[src/rtl/alu_pipe_if.sv]
// Handshake and result bundle for alu_pipe: operand side (in_*), result side (out_*, y_*, flags).
interface alu_pipe_if #(
   parameter int unsigned LANE_W = 16,
   parameter int unsigned LANES  = 2
);
   localparam int unsigned W = LANE_W * LANES;

   logic             in_valid;
   logic             in_ready;
   logic [2:0]       op;
   logic             vec;
   logic [W-1:0]     a;
   logic [W-1:0]     b;
   logic             out_valid;
   logic             out_ready;
   logic [W-1:0]     y_lo;
   logic [W-1:0]     y_hi;
   logic [LANES-1:0] cout;
   logic             dz;
   logic             busy;

   modport master (
      output in_valid, op, vec, a, b, out_ready,
      input  in_ready, out_valid, y_lo, y_hi, cout, dz, busy
   );

   modport slave (
      input  in_valid, op, vec, a, b, out_ready,
      output in_ready, out_valid, y_lo, y_hi, cout, dz, busy
   );
endinterface

[src/rtl/alu_pipe.sv]
// Lane-vectorised integer ALU with one op in flight: single-cycle logic/arith ops,
// iterative shift-add MULT and restoring DIV, registered results behind valid/ready.
module alu_pipe #(
   parameter int unsigned LANE_W = 16,
   parameter int unsigned LANES  = 2
) (
   input logic       clk,
   input logic       rst_n,
   alu_pipe_if.slave bus
);
   localparam int unsigned W  = LANE_W * LANES;
   localparam int unsigned CW = $clog2(W + 1);

   localparam logic [2:0] OP_ADD  = 3'b000;
   localparam logic [2:0] OP_SUB  = 3'b100;
   localparam logic [2:0] OP_MULT = 3'b001;
   localparam logic [2:0] OP_DIV  = 3'b101;
   localparam logic [2:0] OP_AND  = 3'b010;
   localparam logic [2:0] OP_OR   = 3'b011;
   localparam logic [2:0] OP_XOR  = 3'b110;
   localparam logic [2:0] OP_COPY = 3'b111;

   typedef enum logic [1:0] {IDLE, BUSY, DONE} state_t;

   state_t           state_q, state_d;
   logic             accept_c, iter_in_c, last_c;
   logic [CW-1:0]    n_c;

   logic             vec_q, div_q, dzp_q;
   logic [CW-1:0]    cnt_q;
   logic [W-1:0]     hi_q, lo_q, opnd_q;
   logic [W-1:0]     y_lo_q, y_hi_q;
   logic [LANES-1:0] cout_q;
   logic             dz_q, out_valid_q, busy_q;

   logic [W-1:0]      simple_lo, simple_hi;
   logic [LANES-1:0]  simple_cout;
   logic              dz_in;
   logic [W:0]        s_sum, s_diff;
   logic [LANE_W:0]   l_sum [LANES];
   logic [LANE_W:0]   l_diff[LANES];
   logic [LANES-1:0]  l_bzero;

   logic [W:0]        ms_sum, ds_rem;
   logic [W-1:0]      ds_diff;
   logic              ds_ge;
   logic [LANE_W:0]   mv_sum[LANES];
   logic [LANE_W:0]   dv_rem[LANES];
   logic [LANE_W-1:0] dv_diff[LANES];
   logic [LANES-1:0]  dv_ge;
   logic [W-1:0]      step_hi, step_lo;

   assign bus.in_ready  = (state_q == IDLE) | ((state_q == DONE) & bus.out_ready);
   assign bus.out_valid = out_valid_q;
   assign bus.y_lo      = y_lo_q;
   assign bus.y_hi      = y_hi_q;
   assign bus.cout      = cout_q;
   assign bus.dz        = dz_q;
   assign bus.busy      = busy_q;

   assign accept_c  = bus.in_valid & bus.in_ready;
   assign iter_in_c = (bus.op == OP_MULT) | (bus.op == OP_DIV);
   assign n_c       = vec_q ? CW'(LANE_W) : CW'(W);
   assign last_c    = (state_q == BUSY) && ((cnt_q + CW'(1)) == n_c);

   // State register
   always_ff @(posedge clk or negedge rst_n) begin
      if (!rst_n) state_q <= IDLE;
      else        state_q <= state_d;
   end

   // Next-state logic
   always_comb begin
      state_d = state_q;
      case (state_q)
         IDLE: if (accept_c) state_d = iter_in_c ? BUSY : DONE;
         BUSY: if (last_c) state_d = DONE;
         DONE: begin
            if (accept_c)           state_d = iter_in_c ? BUSY : DONE;
            else if (bus.out_ready) state_d = IDLE;
         end
         default: state_d = IDLE;
      endcase
   end

   // Single-cycle ops, evaluated straight from the offered operands
   always_comb begin
      simple_lo   = '0;
      simple_hi   = '0;
      simple_cout = '0;
      s_sum       = {1'b0, bus.a} + {1'b0, bus.b};
      s_diff      = {1'b0, bus.a} - {1'b0, bus.b};
      for (int l = 0; l < LANES; l++) begin
         l_sum[l]   = {1'b0, bus.a[l*LANE_W +: LANE_W]} + {1'b0, bus.b[l*LANE_W +: LANE_W]};
         l_diff[l]  = {1'b0, bus.a[l*LANE_W +: LANE_W]} - {1'b0, bus.b[l*LANE_W +: LANE_W]};
         l_bzero[l] = (bus.b[l*LANE_W +: LANE_W] == '0);
      end
      case (bus.op)
         OP_ADD: begin
            if (bus.vec) begin
               for (int l = 0; l < LANES; l++) begin
                  simple_lo[l*LANE_W +: LANE_W] = l_sum[l][LANE_W-1:0];
                  simple_cout[l]                = l_sum[l][LANE_W];
               end
            end else begin
               simple_lo      = s_sum[W-1:0];
               simple_cout[0] = s_sum[W];
            end
         end
         OP_SUB: begin
            if (bus.vec) begin
               for (int l = 0; l < LANES; l++) begin
                  simple_lo[l*LANE_W +: LANE_W] = l_diff[l][LANE_W-1:0];
                  simple_cout[l]                = l_diff[l][LANE_W];
               end
            end else begin
               simple_lo      = s_diff[W-1:0];
               simple_cout[0] = s_diff[W];
            end
         end
         OP_AND:  simple_lo = bus.a & bus.b;
         OP_OR:   simple_lo = bus.a | bus.b;
         OP_XOR:  simple_lo = bus.a ^ bus.b;
         OP_COPY: begin
            simple_lo = bus.a;
            simple_hi = bus.b;
         end
         default: ;
      endcase
      dz_in = (bus.op == OP_DIV) & (bus.vec ? (|l_bzero) : (bus.b == '0));
   end

   // One MULT/DIV iteration: MULT shifts {hi,lo} right, DIV shifts left into the remainder
   always_comb begin
      step_hi = '0;
      step_lo = '0;
      ms_sum  = {1'b0, hi_q} + (lo_q[0] ? {1'b0, opnd_q} : '0);
      ds_rem  = {hi_q, lo_q[W-1]};
      ds_diff = ds_rem[W-1:0] - opnd_q;
      ds_ge   = (ds_rem >= {1'b0, opnd_q});
      for (int l = 0; l < LANES; l++) begin
         mv_sum[l]  = {1'b0, hi_q[l*LANE_W +: LANE_W]}
                    + (lo_q[l*LANE_W] ? {1'b0, opnd_q[l*LANE_W +: LANE_W]} : '0);
         dv_rem[l]  = {hi_q[l*LANE_W +: LANE_W], lo_q[l*LANE_W + LANE_W - 1]};
         dv_diff[l] = dv_rem[l][LANE_W-1:0] - opnd_q[l*LANE_W +: LANE_W];
         dv_ge[l]   = (dv_rem[l] >= {1'b0, opnd_q[l*LANE_W +: LANE_W]});
      end
      if (!div_q && !vec_q) begin
         step_hi = ms_sum[W:1];
         step_lo = {ms_sum[0], lo_q[W-1:1]};
      end else if (!div_q) begin
         for (int l = 0; l < LANES; l++) begin
            step_hi[l*LANE_W +: LANE_W] = mv_sum[l][LANE_W:1];
            step_lo[l*LANE_W +: LANE_W] = {mv_sum[l][0], lo_q[l*LANE_W + 1 +: LANE_W - 1]};
         end
      end else if (!vec_q) begin
         step_hi = ds_ge ? ds_diff : ds_rem[W-1:0];
         step_lo = {lo_q[W-2:0], ds_ge};
      end else begin
         for (int l = 0; l < LANES; l++) begin
            step_hi[l*LANE_W +: LANE_W] = dv_ge[l] ? dv_diff[l] : dv_rem[l][LANE_W-1:0];
            step_lo[l*LANE_W +: LANE_W] = {lo_q[l*LANE_W +: LANE_W - 1], dv_ge[l]};
         end
      end
   end

   // Operand capture, iteration registers and result registers
   always_ff @(posedge clk or negedge rst_n) begin
      if (!rst_n) begin
         vec_q       <= 1'b0;
         div_q       <= 1'b0;
         dzp_q       <= 1'b0;
         cnt_q       <= '0;
         hi_q        <= '0;
         lo_q        <= '0;
         opnd_q      <= '0;
         y_lo_q      <= '0;
         y_hi_q      <= '0;
         cout_q      <= '0;
         dz_q        <= 1'b0;
         out_valid_q <= 1'b0;
         busy_q      <= 1'b0;
      end else begin
         out_valid_q <= (state_d == DONE);
         busy_q      <= (state_d == BUSY);
         if (accept_c) begin
            vec_q  <= bus.vec;
            div_q  <= (bus.op == OP_DIV);
            dzp_q  <= dz_in;
            cnt_q  <= '0;
            hi_q   <= '0;
            lo_q   <= bus.a;
            opnd_q <= bus.b;
            if (!iter_in_c) begin
               y_lo_q <= simple_lo;
               y_hi_q <= simple_hi;
               cout_q <= simple_cout;
               dz_q   <= 1'b0;
            end
         end else if (state_q == BUSY) begin
            hi_q  <= step_hi;
            lo_q  <= step_lo;
            cnt_q <= cnt_q + CW'(1);
            if (last_c) begin
               y_lo_q <= step_lo;
               y_hi_q <= step_hi;
               cout_q <= '0;
               dz_q   <= dzp_q;
            end
         end
      end
   end
endmodule

[src/flat_wrapper.sv]
// flat-port wrapper written by rule: the top's interface ports become plain ports
module alu_pipe_flat 
#(
   parameter int unsigned LANE_W = 16,
   parameter int unsigned LANES  = 2
)
  (clk, rst_n, bus_in_valid, bus_op, bus_vec, bus_a, bus_b, bus_out_ready, bus_in_ready, bus_out_valid, bus_y_lo, bus_y_hi, bus_cout, bus_dz, bus_busy);
  alu_pipe_if #(.LANE_W(LANE_W), .LANES(LANES)) bus_i ();
  input logic clk;
  input logic rst_n;
  input wire logic [$bits(bus_i.in_valid)-1:0] bus_in_valid;
  input wire logic [$bits(bus_i.op)-1:0] bus_op;
  input wire logic [$bits(bus_i.vec)-1:0] bus_vec;
  input wire logic [$bits(bus_i.a)-1:0] bus_a;
  input wire logic [$bits(bus_i.b)-1:0] bus_b;
  input wire logic [$bits(bus_i.out_ready)-1:0] bus_out_ready;
  output wire logic [$bits(bus_i.in_ready)-1:0] bus_in_ready;
  output wire logic [$bits(bus_i.out_valid)-1:0] bus_out_valid;
  output wire logic [$bits(bus_i.y_lo)-1:0] bus_y_lo;
  output wire logic [$bits(bus_i.y_hi)-1:0] bus_y_hi;
  output wire logic [$bits(bus_i.cout)-1:0] bus_cout;
  output wire logic [$bits(bus_i.dz)-1:0] bus_dz;
  output wire logic [$bits(bus_i.busy)-1:0] bus_busy;
  assign bus_i.in_valid = bus_in_valid;
  assign bus_i.op = bus_op;
  assign bus_i.vec = bus_vec;
  assign bus_i.a = bus_a;
  assign bus_i.b = bus_b;
  assign bus_i.out_ready = bus_out_ready;
  assign bus_in_ready = bus_i.in_ready;
  assign bus_out_valid = bus_i.out_valid;
  assign bus_y_lo = bus_i.y_lo;
  assign bus_y_hi = bus_i.y_hi;
  assign bus_cout = bus_i.cout;
  assign bus_dz = bus_i.dz;
  assign bus_busy = bus_i.busy;
  alu_pipe #(.LANE_W(LANE_W), .LANES(LANES)) u_core (.clk(clk), .rst_n(rst_n), .bus(bus_i));
endmodule
[config.mk]
export PLATFORM = sky130hd
export DESIGN_NAME = alu_pipe_flat
export DESIGN_NICKNAME = d
export VERILOG_FILES = /design/src/rtl/alu_pipe_if.sv /design/src/rtl/alu_pipe.sv /design/src/flat_wrapper.sv
export SDC_FILE = /design/constraint.sdc
export NUM_CORES = 1
export LEC_CHECK = 0
export ABC_AREA = 1
export CAP_MARGIN = 10
export CORE_MARGIN = 2
export CORE_UTILIZATION = 60
export DETAILED_ROUTE_END_ITERATION = 6
export PLACE_DENSITY = 0.81
export SYNTH_ARGS = -nofsm -noshare
export SYNTH_HDL_FRONTEND = slang
export SYNTH_SLANG_ARGS = --single-unit
[constraint.sdc]
create_clock -name clk -period 7.9 [get_ports clk]
set_clock_uncertainty 0.05 [all_clocks]
set_input_delay 1.975 -clock clk [delete_from_list [all_inputs] [get_ports clk]]
set_output_delay 1.975 -clock clk [all_outputs]
set_load 0.02 [all_outputs]
==> After elaboration in Yosys (flattened, before gate mapping) <==
Index checks and enable logic that the tools add are counted.
{ "op_classes": {"n_mux": 51, "n_addsub": 13, "n_bitwise": 8, "n_reduce_logical": 13, "eq_ne": 13, "order_cmp": 3} }
{ "op_table": {"columns": ["cell", "n"], "rows": [
  ["$mux 32", 22],
  ["$pmux 32 s6", 1],
  ["$mux 16", 4],
  ["$add 16x16->17", 2],
  ["$add 16x17->17", 2],
  ["$ge 17x16->1", 2],
  ["$sub 16x16->17", 2],
  ["$add 32x32->33", 1],
  ["$add 32x33->33", 1],
  ["$ge 33x32->1", 1],
  ["$sub 32x32->33", 1],
  ["$and 32x32->32", 1],
  ["$logic_not 16->1", 2],
  ["$logic_not 32->1", 1],
  ["$or 32x32->32", 1],
  ["$sub 16x16->16", 2],
  ["$sub 32x32->32", 1],
  ["$xor 32x32->32", 1],
  ["$mux 2", 9],
  ["$mux 6", 3],
  ["$mux 17", 1],
  ["$eq 3x3->1 const B", 4],
  ["$mux 1", 9],
  ["$add 6x1->6 const B", 1],
  ["17 further kinds", 26]
]} }
{ "totals": {"reg_bits": 176, "elab_cells": 115, "output_inout_bits": 70} }

==> Longest topological paths before layout <==
{ "logic_depth": {"word_depth": 8, "ltp_mapped": 21, "ltp_nobuf": 21} }

==> Worst setup path after synthesis <==
No wires, ideal clock.
{ "synth_path": {"path_kind": "input -> output", "from": "input port bus_out_ready", "to": "output port bus_in_ready", "cell_stages": 2, "path_buffers": 0, "arrival_time_ns": 2.323, "path_slack_ns": 3.552, "path_cell_list": "nor2_1 > nor2_1"} }
{ "synth_via": {"elab_chain_cells": 2} }
{ "synth_lines": {"columns": ["element", "line_no", "rtl"], "rows": [
  ["start, declared", "flat_wrapper.sv:16", "input wire logic [$bits(bus_i.out_ready)-1:0] bus_out_ready;"],
  ["$and 1x1->1", "alu_pipe.sv:53", "assign bus.in_ready = (state_q == IDLE) | ((state_q == DONE) & bus.out_ready);"],
  ["$or 1x1->1", "alu_pipe.sv:53", null],
  ["end, declared", "flat_wrapper.sv:17", "output wire logic [$bits(bus_i.in_ready)-1:0] bus_in_ready;"]
]} }
Every way passes these cells.

==> Final worst setup path <==
{ "layout_path": {"from": "input port bus_out_ready", "to": "register u_core.y_lo_q[12], in the netlist u_core.bus.y_lo[12]"} }
{ "layout_via": {"elab_chain_cells": 5, "elab_cells_between_ends": 8, "classes_between": "1 x eq/ne; 1 x mux; 3 x bitwise; 3 x reduce/logical"} }
{ "layout_lines": {"columns": ["element", "line_no", "rtl"], "rows": [
  ["$and 1x1->1 (*)", "alu_pipe.sv:53", null],
  ["$or 1x1->1 (*)", "alu_pipe.sv:53", null],
  ["$and 1x1->1 (*)", "alu_pipe.sv:61", "assign accept_c = bus.in_valid & bus.in_ready;"],
  ["$ne 2x2->1 (no source line) or $reduce_bool 2->1 (tied branches)", null, null],
  ["$reduce_and 3->1 (no source line)", null, null],
  ["end signal, assigned", "alu_pipe.sv:195", "y_lo_q <= simple_lo;"],
  ["end signal, assigned", "alu_pipe.sv:205", "y_lo_q <= step_lo;"],
  ["end, declared", "alu_pipe.sv:32", "logic [W-1:0] y_lo_q, y_hi_q;"]
]} }
Every way passes the cells marked *; elsewhere a longest branch is shown, timed or not.
A chain may end at the register's enable or synchronous reset.

==> metrics.yaml <==
final_layout:
  insertedDiodeCount: 0
  area_growth_pct: 9.83
  multiInputGateArea_mm2: 0.0148
  fillers: 3243
  nets: 3885
  drive_above_1_share: 0.0322
  ff_latch_area_mm2: 0.00441
  layout_commonest_cell: "nand2_1"
  mostFrequentLayoutCells: "955 x nand2_1, 498 x inv_1, 354 x nor2_1"
logic_synthesis:
  async_reset_ff_frac: 1.00
  synth.avg_cell_area_um2: 6.08
  synthFlopType: "dfrtp_1"
  ys_ff_latch: 176
  ys_seq_area_frac: 0.203
  syn_nets: 3843
  synth_edf_count: 0
  syn_inst: 3573
  ys_types: 56
  yosysWarningCount: 0
  synth_area_mm2: 0.0217
grt:
  grt_pass1_vias: 24687
  grt_use_total: 0.455
  grt_max_degree: 120
  grt_overflow: 0
  grtUsageMet1: 0.578
  met3_usage: 0.0684
  grt_pass1_wl_um: 135000
  top_usage_layer: "met2"
  antenna_found_initial: 2
  grt_use_met2: 0.735
sta:
  fin_ws_ps: 2350
  holdWs_ps: 462
  report.final.slew_viol_count: 0
  hold_violations: 0
  setup_viol_count_final: 0
  tightest_slew_ps: 1070
  finalCritPeriodShare: 0.702
  rsz0062_at_grt: "no"
  relSlewSlack: 0.286
  final_period_minus_worst_setup_slack_ps: 5550
  max_clock_freq_mhz: 180
  fin_tns_setup_ps: 0
floorplan:
  io_pins: 142
  dieArea_mm2: 0.0377
  rows: 69
  fp.coreArea_mm2: 0.0356
  die_x_um: 194
  start_util: 0.610
  die-height_um: 194
placement:
  place.gp.congestion: 1.10
  dpl_worst_slack_ps: 2040
  place_hpwl_um: 68200
  io_buffers: 141
routing:
  drt_first_iter_violations: 3449
  drt_wl_total_um: 87700
  via_per_inst: 6.32
  antenna_left: 0
  drcViolationCount: 2
  drt-wirelength-per-cell_um: 21.5
  num_vias: 25860
  dr.pass1.iters: 7
setup_path:
  worstPathMaxFanout: 80
  critPathKind: "input port to flop"
  crit_arrival_ps: 5790
  cp-start-kind: "input port"
  cp_data_required_time_ps: 8140
  end_kind: "flop"
pwr:
  powerDensity_mw_per_mm2: 403
  peakVddDrop_v: 0.000410
  power.leakage_nw: 12.2
cts:
  clock_latency_ps: 450
  postCtsSetupBuffers: 0
  cts_buffers: 17
  post_cts_resized: 0
  cts_hold_buf: 0
  cts_sinks: 176
  clkTransAtPathRegs_ps: 70
  tritoncts: "yes"
  cts_root_buf: "clkbuf_16"
  cts.path.max_buffers: 2
  htreeDepth: 4
run:
  cap_violations: 0
hold_path:
  hp-class: "flop to flop"
outcome:
  violations: "design-rule violations"
  status: "finished with violations"
[worst max-delay path, stage by stage]
cell	delay, ps
clkdlybuf4s50_1	460
nor2_1	70
nor2_1	200
nand2_4	250
a21oi_1	780
inv_1	180
nand2_4	690
inv_2	620
nand2_1	190
o21ai_1	100
o21bai_1	210
[path summary, 6_finish.rpt]
| kind | from | end | slack (ps) | cells past startpoint |
|---|---|---|---|---|
| max in group asynchronous | rst_n | u_core.lo_q[17] | 4830 | 2 |
| worst max register to register | u_core.state_q[1] | u_core.bus.y_lo[12] | 3780 | 11 |
| min in group asynchronous | rst_n | u_core.bus.y_lo[3] | 1590 | 1 |
| worst min register to register | u_core.lo_q[3] | u_core.lo_q[3] | 460 | 2 |
| worst min-delay path | u_core.lo_q[3] | u_core.lo_q[3] | 460 | 2 |
| worst max-delay path | bus_out_ready | u_core.bus.y_lo[12] | 2350 | 11 |
[cells by family after synthesis]
group | synth area share
AND/OR/NAND/NOR | 0.328
AO/OA/AOI/OAI | 0.200
buffers and inverters | 0.118
adder cells (fa/ha/maj) | 0.118
flip-flops | 0.203
XOR/XNOR | 0.0331
[flip-flops by register name, indices dropped and copies added, names as in the netlist]
signal	flops
u_core.div_q	1
u_core.lo_q	32
u_core.vec_q	1
u_core.bus.out_valid	1
u_core.hi_q	32
u_core.bus.dz	1
u_core.state_q	2
u_core.bus.cout	2
u_core.bus.y_lo	32
u_core.bus.y_hi	32
u_core.bus.busy	1
u_core.dzp_q	1
u_core.cnt_q	6
u_core.opnd_q	32
[Yosys cell counts, types with 11 or more instances]
| cell | n | area (µm²) |
|---|---|---|
| clkbuf_1 | 72 | 270 |
| o211ai_1 | 42 | 315 |
| a21o_1 | 11 | 82.6 |
| nand2_1 | 956 | 3590 |
| xnor2_1 | 27 | 236 |
| o22ai_1 | 24 | 150 |
| nand4_1 | 24 | 150 |
| o21ai_0 | 242 | 1210 |
| ha_1 | 189 | 2360 |
| nor3_1 | 30 | 150 |
| o221ai_1 | 32 | 280 |
| buf_2 | 38 | 190 |
| inv_1 | 499 | 1870 |
| nand3_1 | 278 | 1390 |
| nor4_1 | 14 | 87.6 |
| or2_2 | 13 | 81.3 |
| nor2_1 | 355 | 1330 |
| dfrtp_1 | 176 | 4400 |
| a31oi_1 | 28 | 175 |
| o21ai_1 | 49 | 245 |
| xor2_1 | 55 | 482 |
| buf_1 | 12 | 45.0 |
| a21oi_1 | 251 | 1260 |
| o21bai_1 | 12 | 90.1 |
| a221oi_1 | 29 | 254 |
| nand2_2 | 12 | 75.1 |
[metrics by stage]
stage | area (µm²) | total power, mW | instances | utilization
after floorplan | 21700 | 6.37 | 3573 | -
after global placement | 23200 | 8.28 | 4057 | 0.653
after detailed placement | 23200 | 8.43 | 4057 | 0.653
after CTS | 23800 | 9.38 | 4089 | 0.670
after global routing | 23800 | 10.3 | 4089 | 0.670
final | 23800 | 9.61 | 4089 | 0.670
[power by group]
group / internal [mW] / leakage (nW) / total [mW] / switching, mW
sequential: 1.32 / 2.14 / 1.83 / 0.505
clock: 0.509 / 0.301 / 0.910 / 0.401
combinational: 2.27 / 9.76 / 6.87 / 4.60
total: 4.11 / 12.2 / 9.61 / 5.50
[final cells by class]
| class | instances | area share |
|---|---|---|
| multi-input combinational | 2753 | 0.620 |
| sequential | 176 | 0.185 |
| inverter | 507 | 0.0798 |
| timing repair buffer | 160 | 0.0653 |
| tap | 461 | 0.0242 |
| clock buffer | 17 | 0.0178 |
| clock inverter | 15 | 0.00824 |
[routing by layer]
| layer | vias to the layer above | part of all wire | wire, µm |
|---|---|---|---|
| met5 | - | 0.00029 | 25 |
| met4 | 4 | 0.068 | 6000 |
| met3 | 400 | 0.11 | 9940 |
| met2 | 1847 | 0.45 | 39200 |
| met1 | 11827 | 0.37 | 32500 |
| li1 | 11782 | - | - |
(Power assumes the default switching activity.)
==> edit (same settings) <==
The 3 states of `state_t` get a one-hot encoding in 3 bits.
--- a/src/rtl/alu_pipe.sv
+++ b/src/rtl/alu_pipe.sv
@@ -20,7 +20,7 @@
    localparam logic [2:0] OP_XOR  = 3'b110;
    localparam logic [2:0] OP_COPY = 3'b111;
 
-   typedef enum logic [1:0] {IDLE, BUSY, DONE} state_t;
+   typedef enum logic [2:0] {IDLE = 3'b001, BUSY = 3'b010, DONE = 3'b100} state_t;
 
    state_t           state_q, state_d;
    logic             accept_c, iter_in_c, last_c;
Formal check against the unedited RTL: same outputs for any inputs over 4 cycles, from zero or initial values and one cycle with rst_n low; so few cycles prove little.
==> edit against the original RTL <==
- the run still ends with DRC left
- clock power up 2%
- combinational power is 3.3% higher
- power rose by 3.2%
- setup slack improved by 0.086 ns
- wire length up 2.6%
- area after synthesis is 0.15% higher
- global-route usage increased by 0.91 points
- final cell count is 0.46% higher
- sequential cell count rose by 1
- final area rose by 0.46%
- first-iteration DRC count increased by 1.0%
- critical endpoint is now bus_in_ready
- largest power group unchanged
- highest routed layer is now met4
==> edit: results (changes against the original RTL) <==
----------------------------------------------------
[Status]
  Status ... finished, violations left
  Failing checks ... DRC

[Setup path]
  Crit path largest cell delay ... 0.68 ns (-0.10 ns)
  Number of cells traversed by the worst register-to-register path ... 14 (+3)
  Startpoint of the lowest-slack register-to-register path ... u_core.lo_q[16]$_DFFE_PN0P_
  Cell type of the slowest stage on the worst timing path ... sky130_fd_sc_hd__clkdlybuf4s50_1
  Reg2reg setup slack ... 3.81 ns (+0.03 ns)
  CP Max Fanout ... 3 (-96%)
  Delay-heaviest family, CP ... buffers and inverters
  Critical R2R Capture ... u_core.bus.y_hi[25]$_DFFE_PN0P_
  Critical Path AT ... 3.44 ns (-2.35 ns)
  CP Capture Point ... bus_in_ready

[Global routing]
  Global-route usage over all layers ... 46.41% (+0.91 points)
  Global-route track usage on met1 ... 57.27% (-0.51 points)
  Pin count of the biggest net entering global routing ... 108 (-10%)
  GR Layer Usage met2 ... 74.78% (+1.3 points)
  Number of global-route vias before repair ... 25130 (+1.8%)

[Place]
  Final HPWL from detailed placement ... 69.06 mm (+1.3%)
  Gpl congestion ... 1.093 (-0.31%)
  Worst-case setup slack after placement ... 2.324 ns (+0.2852 ns)

[Route]
  Iteration-0 DRC Markers ... 3485 (+1.0%)
  Total Wirelength ... 89.96 mm (+2.6%)
  Number of vias after detailed routing ... 26230 (+1.4%)
  WL/cell ... 21.90 um (+2.1%)
  Met3 wire length ... 11.60 mm (+17%)
  Max layer used ... met4
  DRC violation count after routing ... 34 (+32)
  Routed met1 length ... 32.03 mm (-1.5%)

[Power and ir drop]
  Portion of total power attributed to the clock network ... 9.3% (-0.2 points)
  Pint ... 4.188 mW (+2.0%)
  Leakage power ... 12.20 nW (about the same)
  IR Drop Worst-Case VDD ... 0.2157 mV (-47%)
  Power Sequential ... 1.88 mW (+3%)
  Fraction of power spent switching nets ... 57.76% (+0.49 points)

[Layout]
  Buffer share of cell area ... 6.649% (+0.12 points)
  Buffers, non-clock ... 163 (+1.9%)
  Proportion of layout cells with a drive suffix above 1 ... 3.181% (-0.044 points)
  Clock buffer cells ... 19 (+2)
  Sequential cell area share ... 18.50% (+0.026 points)
  Multi-input combinational cell area ... 14810 um^2 (+0.17%)
  Multi-input combinational gate total ... 2765 (+0.44%)

[Logic synthesis]
  Synth cell types ... 54 (-3.6%)
  Total nets after synthesis ... 3864 (+0.55%)
  Cells taking the most area after synthesis ... sky130_fd_sc_hd__dfrtp_1 (20%), sky130_fd_sc_hd__nand2_1 (17%), sky130_fd_sc_hd__ha_1 (11%)
  Total of flip-flops plus latches after synthesis ... 177 (+0.57%)
  Avg Cell Area, Syn ... 6.050 um^2 (-0.44%)

[Min path]
  Hold endpoint ... u_core.bus.y_lo[2]$_DFFE_PN0P_
  Min-delay src ... u_core.bus.y_lo[2]$_DFFE_PN0P_

----------------------------------------------------
-- edit: changes by cell type after synthesis, sizes merged, moves of 9 or more --
cell	delta
clkbuf	+17
a31oi	+13
nor2	-30
nor3	+10
nand2	+9
o221ai	-14
a21oi	+58
buf	-12
nand3	-38
-- edit: metrics by stage --
stage	hold slack [ns]	area, um^2
floorplan	0.3917	21740
global placement	0.4048	23300
CTS	0.4454	23930
global route	0.4641	23950
detailed placement	0.4155	23300
finish	0.4537	23950
-- edit: kinds of logic after synthesis --
group                    count (synthesis)  share of synthesized area [%]
flip-flops                             177                          20.38
AND/OR/NAND/NOR                       1668                          31.76
AO/OA/AOI/OAI                          812                          20.96
buffers and inverters                  652                          11.69
adder cells (fa/ha/maj)                199                          11.75
XOR/XNOR                                86                          3.464
-- edit: tightest hold or removal path: cells and delay by family, from the launching register on --
| family | cells | cell delay [ns] |
|---|---|---|
| AOI/OAI and AO/OA | 1 | 0.06 |
| DFF | 1 | 0.35 |
| and+or+nand+nor | 1 | 0.06 |
